==> src/rtl/montgomery_encoder.sv <==
// montgomery_encoder
//
// Converts a standard residue x (0 <= x < m) into Montgomery form
// x * 2^k mod m. It uses a bit-serial double-and-conditional-subtract loop,
// one step per clock. One operand is in flight at a time, and a
// start/busy/valid handshake controls the transfer.
//
// Ports:
//   clk_i     rising-edge clock
//   rst_i     asynchronous active-high reset
//   start_i   request; honoured only in IDLE or DONE
//   x_i       standard-form operand (must be < m_i)
//   m_i       odd, nonzero modulus
//   m_bl_i    k, the exponent of R = 2^k (0..WIDTH)
//   result_o  x * 2^k mod m; held until the next completion
//   valid_o   one-cycle completion pulse
//   err_o     qualifies valid_o: input rejected, result_o = 0
//   busy_o    conversion loop running
module montgomery_encoder #(
   parameter int WIDTH = 64,
   parameter int BLW   = 7
) (
   input  logic             clk_i,
   input  logic             rst_i,
   input  logic             start_i,
   input  logic [WIDTH-1:0] x_i,
   input  logic [WIDTH-1:0] m_i,
   input  logic [BLW-1:0]   m_bl_i,
   output logic [WIDTH-1:0] result_o,
   output logic             valid_o,
   output logic             err_o,
   output logic             busy_o
);

   typedef enum logic [1:0] {
      IDLE,
      CONV,
      DONE
   } state_t;

   localparam logic [BLW-1:0] WidthBl = BLW'(WIDTH);

   state_t           state_q, state_d;
   logic [WIDTH-1:0] acc_q, acc_d;
   logic [WIDTH-1:0] m_q, m_d;
   logic [BLW-1:0]   cnt_q, cnt_d;
   logic [WIDTH-1:0] result_q, result_d;
   logic             err_q, err_d;

   logic [WIDTH-1:0] dbl;
   logic             dbl_ge_m;
   logic [WIDTH-1:0] acc_step;
   logic             reject;

   // The doubled accumulator is WIDTH+1 bits wide: {acc, 0}.
   // Its top bit is acc[WIDTH-1]. When that bit is set, the value is
   // already >= 2^WIDTH > m. Because acc < m, the difference always fits
   // in WIDTH bits. So the subtraction can be done modulo 2^WIDTH on the
   // low bits alone.
   assign dbl      = {acc_q[WIDTH-2:0], 1'b0};
   assign dbl_ge_m = acc_q[WIDTH-1] || (dbl >= m_q);
   assign acc_step = dbl_ge_m ? (dbl - m_q) : dbl;

   assign reject = (m_i == '0) || (x_i >= m_i) || (m_bl_i > WidthBl);

   // Next-state logic. The result and error registers change only when an
   // operation completes. The operands are latched only at the accepting
   // edge, so later input changes cannot disturb a running conversion.
   always_comb begin
      state_d  = state_q;
      acc_d    = acc_q;
      m_d      = m_q;
      cnt_d    = cnt_q;
      result_d = result_q;
      err_d    = err_q;

      case (state_q)
         IDLE, DONE: begin
            if (start_i) begin
               if (reject) begin
                  result_d = '0;
                  err_d    = 1'b1;
                  state_d  = DONE;
               end else if (m_bl_i == '0) begin
                  // R = 1, so the operand is already in Montgomery form.
                  result_d = x_i;
                  err_d    = 1'b0;
                  state_d  = DONE;
               end else begin
                  acc_d   = x_i;
                  m_d     = m_i;
                  cnt_d   = m_bl_i;
                  state_d = CONV;
               end
            end else if (state_q == DONE) begin
               state_d = IDLE;
            end
         end

         CONV: begin
            acc_d = acc_step;
            cnt_d = cnt_q - BLW'(1);
            // The last doubling step writes the result directly, so valid
            // appears k cycles after acceptance.
            if (cnt_q == BLW'(1)) begin
               result_d = acc_step;
               err_d    = 1'b0;
               state_d  = DONE;
            end
         end

         default: state_d = IDLE;
      endcase
   end

   // State and datapath registers. Reset aborts any conversion at once,
   // and no completion pulse is issued for the aborted operand.
   always_ff @(posedge clk_i or posedge rst_i) begin
      if (rst_i) begin
         state_q  <= IDLE;
         acc_q    <= '0;
         m_q      <= '0;
         cnt_q    <= '0;
         result_q <= '0;
         err_q    <= 1'b0;
      end else begin
         state_q  <= state_d;
         acc_q    <= acc_d;
         m_q      <= m_d;
         cnt_q    <= cnt_d;
         result_q <= result_d;
         err_q    <= err_d;
      end
   end

   assign result_o = result_q;
   assign err_o    = err_q;
   assign valid_o  = (state_q == DONE);
   assign busy_o   = (state_q == CONV);

endmodule

==> config.mk <==
export PLATFORM = sky130hd
export DESIGN_NAME = montgomery_encoder
export DESIGN_NICKNAME = d
export VERILOG_FILES = /design/src/rtl/montgomery_encoder.sv
export SDC_FILE = /design/constraint.sdc
export NUM_CORES = 1
export LEC_CHECK = 0
export ABC_CLOCK_PERIOD_IN_PS = 7200
export BUFFER_PORTS_ARGS = -buffer_cell sky130_fd_sc_hd__buf_2
export CORE_MARGIN = 2
export CORE_UTILIZATION = 50
export DETAILED_ROUTE_END_ITERATION = 16
export PLACE_DENSITY = 0.72
export SYNTH_ARGS = -nofsm -noshare
export SYNTH_HDL_FRONTEND = slang
export SYNTH_SLANG_ARGS = --single-unit
==> constraint.sdc <==
create_clock -name clk_i -period 7.2 [get_ports clk_i]
set_input_delay 1.44 -clock clk_i [delete_from_list [all_inputs] [get_ports clk_i]]
set_output_delay 1.44 -clock clk_i [all_outputs]
set_load 0.01 [all_outputs]
==> summary.md <==
| Metric | Value |
|---|---|
| Total negative slack | `0 ns` |
| # DRC | `0` |
| Die Wd | `178.6 um` |
| Worst Tran Pin Value | `1.092 ns` |
| Bufs on Longest Clock Path | `3` |
| Critical path type | `in2reg` |
| Max-slew violations | `0` |
| DP Worst Slack | `1.409 ns` |
| Crit start category | `input port` |
| Area Growth Syn to Fin | `12.75%` |
| Count leader, synth | `nand2_1` |
| Max-Cap Viols | `0` |
| First-pass GRT wire length | `75.52 mm` |
| CTS hold repair buffers | `0` |
| Fmax | `185.3 MHz` |
| Post-synth cell types | `78` |
| Final hold violations | `0` |
| Status | `finished, final reports clean` |
| Reg2reg start | `acc_q[29]` |
| Commonest cells in the netlist | `231 x nand2_1, 202 x dfrtp_1, 162 x a21oi_1, 162 x inv_1` |
| I/O pin count | `205` |
| DRT iter0 DRCs | `1165` |
| Setup ws final | `1.802 ns` |
| Crit Reg-Reg Endpoint | `result_o[19]` |
| Num Clock Sinks | `202` |
| Die height | `178.6 um` |
| Number of buffers created by CTS | `23` |
| PwrDens | `575.7 nW/um2` |
| Vias in the first global route | `14200` |
| Yosys warns | `0` |
| CP most frequent cell | `nand4_1` |
| FP Rows | `63` |
| Gr usage total | `29.76%` |
| Post-Route WL | `47.65 mm` |
| Signal arrival time at the worst endpoint | `5.81 ns` |
| Antenna violations before repair | `0` |
| Worst setup path end | `result_o[63]` |
| RSZ-0062 raised after global routing | `no` |
| Peak supply drop | `0.2730 mV` |
| Synthesized net count | `2134` |
| Endpoint class of the critical path | `register` |
| Sequential area share after synthesis | `33.17%` |
| Post-route cell area | `17180 um2` |
| Final min period | `5.398 ns` |
| Worst Clk Skew | `0.03444 ns` |
| Cell type with the largest total area after synthesis | `dfrtp_1` |
| TritonRoute pass-1 iters | `6` |
| Share of the synthesized area in the top cell type | `33.17%` |
| Worst path slowest cell | `o21ai_4` |
| CP Data Required Time | `7.61 ns` |
| Post-CTS Setup Bufs | `0` |
| Mapped cell area | `15240 um2` |
| Critical Path Source | `m_i[38]` |
| Cells after Synth | `1865` |
| Ys flop type | `dfrtp_1` |
| Critical-path maximum fanout | `72` |
| Synth Area per Inst | `8.171 um2` |
| WL/cell | `19.79 um` |
| Detailed Place HPWL | `35.20 mm` |
| Synth async-reset ratio | `100.0%` |
| CTS H-Tree Depth | `1` |
| Post-DRT Antenna Nets | `0` |
| Relative slew slack | `26.51%` |
| CTS resizes | `0` |
| Leak pwr | `7.871 nW` |
| DR vias/cell | `6.102` |
| Cells on worst reg2reg path | `12` |
| Port buffer count | `204` |
| Largest cells by area after synthesis | `dfrtp_1 33%, ha_1 11%, nand2_1 5.7%, a21oi_1 5.3%, mux2i_1 4.3%` |
| Period Utilization, post-route | `74.97%` |
| Setup violations, final | `0` |
| Reg-to-reg setup timing slack | `2.87 ns` |
| Gpl congestion | `0.9686` |
| Overflow left after global routing | `0` |
| Clock-pin slew on the worst setup and hold paths | `0.06 ns` |
| Vias | `14690` |
| Placed Area | `16390 um2` |
| Post-synth EDFFs | `0` |
| Min-delay worst type | `reg2reg` |
| Core box area | `29800 um2` |
| CP peak stage delay | `0.82 ns` |
| Die footprint | `31890 um2` |
| Initial Utilization | `51.15%` |
| Worst skew pair latency | `0.55 ns` |
| Layout cells sized above 1 | `13.88%` |
| Largest net degree at the start of global routing | `119` |
| Fin nets | `2271` |
| CTS tree | `built` |
| ANT cells | `0` |
| #FFs+latches synth | `202` |
| Clock tree root driver cell | `clkbuf_16` |
| Crit-path cells | `buf_2 > inv_1 > ha_1 > nand4_1 > nor4_1 > nor4bb_1 > nand4_1 > a21oi_1 > nor3_1 > o21ai_4 > buf_12 > o211ai_1 > o22a_1` |
-- how the worst min path moves through the flow --
stage / startpoint / endpoint / slack (ns) / cells after the start
4_1_cts: result_o[63] / result_o[63] / 0.51 / 1
5_1_grt: result_o[37] / result_o[37] / 0.53 / 1
3_3_place_gp: result_o[63] / result_o[63] / 0.49 / 1
3_5_place_dp: result_o[63] / result_o[63] / 0.50 / 1
6_report: result_o[63] / result_o[63] / 0.51 / 1
2_1_floorplan: cnt_q[6] / cnt_q[6] / 0.50 / 2
-- routing by layer --
| metal | global-route usage [%] | part of all wire, % |
|---|---|---|
| met1 | 39.56 | 43 |
| met2 | 48.83 | 46 |
| met3 | 3.645 | 6.3 |
| met4 | 12.84 | 4.4 |
| met5 | 0 | 0 |
-- cells by family (layout without fill, tap and decap cells) --
kind of cell / count (synthesis) / count (layout) / share of synthesized area [%]
multiplexers: 68 / 68 / 4.483
AO/OA/AOI/OAI: 591 / 591 / 24.35
flip-flops: 202 / 202 / 33.17
buffers and inverters: 269 / 422 / 7.463
adder cells (fa/ha/maj): 131 / 131 / 10.80
AND/OR/NAND/NOR: 550 / 550 / 16.63
XOR/XNOR: 54 / 54 / 3.103
-- state kept, by name (all words and copies together) (netlist names) --
register and count:
m_q 64, cnt_q 7, result_o 64, state_q 2, acc_q 64, err_o 1
-- where the power goes --
group | leakage, nW | internal (mW) | switching, mW
logic | 5.06 | 2.47 | 4.08
clock network | 0.386 | 0.745 | 0.508
registers | 2.43 | 1.72 | 0.376
total | 7.87 | 4.93 | 4.96
-- per-stage QoR --
step                cells  total power, mW  util (%)  hold WS, ns
finish               2408            9.891     57.67       0.5101
global route         2408            10.69     57.67       0.5277
CTS                  2408            9.789     57.67       0.5096
detailed placement   2367            8.470     55.02       0.4956
global placement     2367            8.359     55.02       0.4919
floorplan            1865            6.838         -       0.5050
-- worst max-delay path, delay by kind of cell --
kind | cells | cell delay [ns]
buffers and inverters | 3 | 0.71
adders and majority gates | 1 | 0.32
AOI/OAI and AO/OA | 4 | 1.66
and+or+nand+nor | 5 | 1.66
-- placed cells by master, fill, tap and decap left out, types with 12 or more instances in the layout --
cell       synthesis  layout
mux2i_1           66      66
a21oi_1          162     162
xnor2_1           31      31
buf_4              2      12
a31oi_1           52      52
nor2b_1           12      12
ha_1             130     130
nor3_1            24      24
nand3_1           23      23
nor2_1           130     130
nor4_1            31      31
nand4_1           44      44
a211oi_1          28      28
inv_1            162     160
a21o_1            37      37
dfrtp_1          202     202
o211ai_1          30      30
xor2_1            23      23
nand2_1          231     231
o21ai_1           25      25
buf_2             29     204
clkbuf_16          0      23
o21ai_0          126     126
o21bai_1          33      33
-- cell type report --
| class | count | area, um2 |
|---|---|---|
| clock buffer | 31 | 655.6 |
| clock inverter | 10 | 133.9 |
| fill | 2744 | 12610 |
| inverter | 162 | 615.6 |
| multi-input combinational | 1394 | 9064 |
| sequential | 202 | 5055 |
| tap | 390 | 488.0 |
| timing repair buffer | 219 | 1171 |
Note: power is estimated with default switching activity, not from simulation.
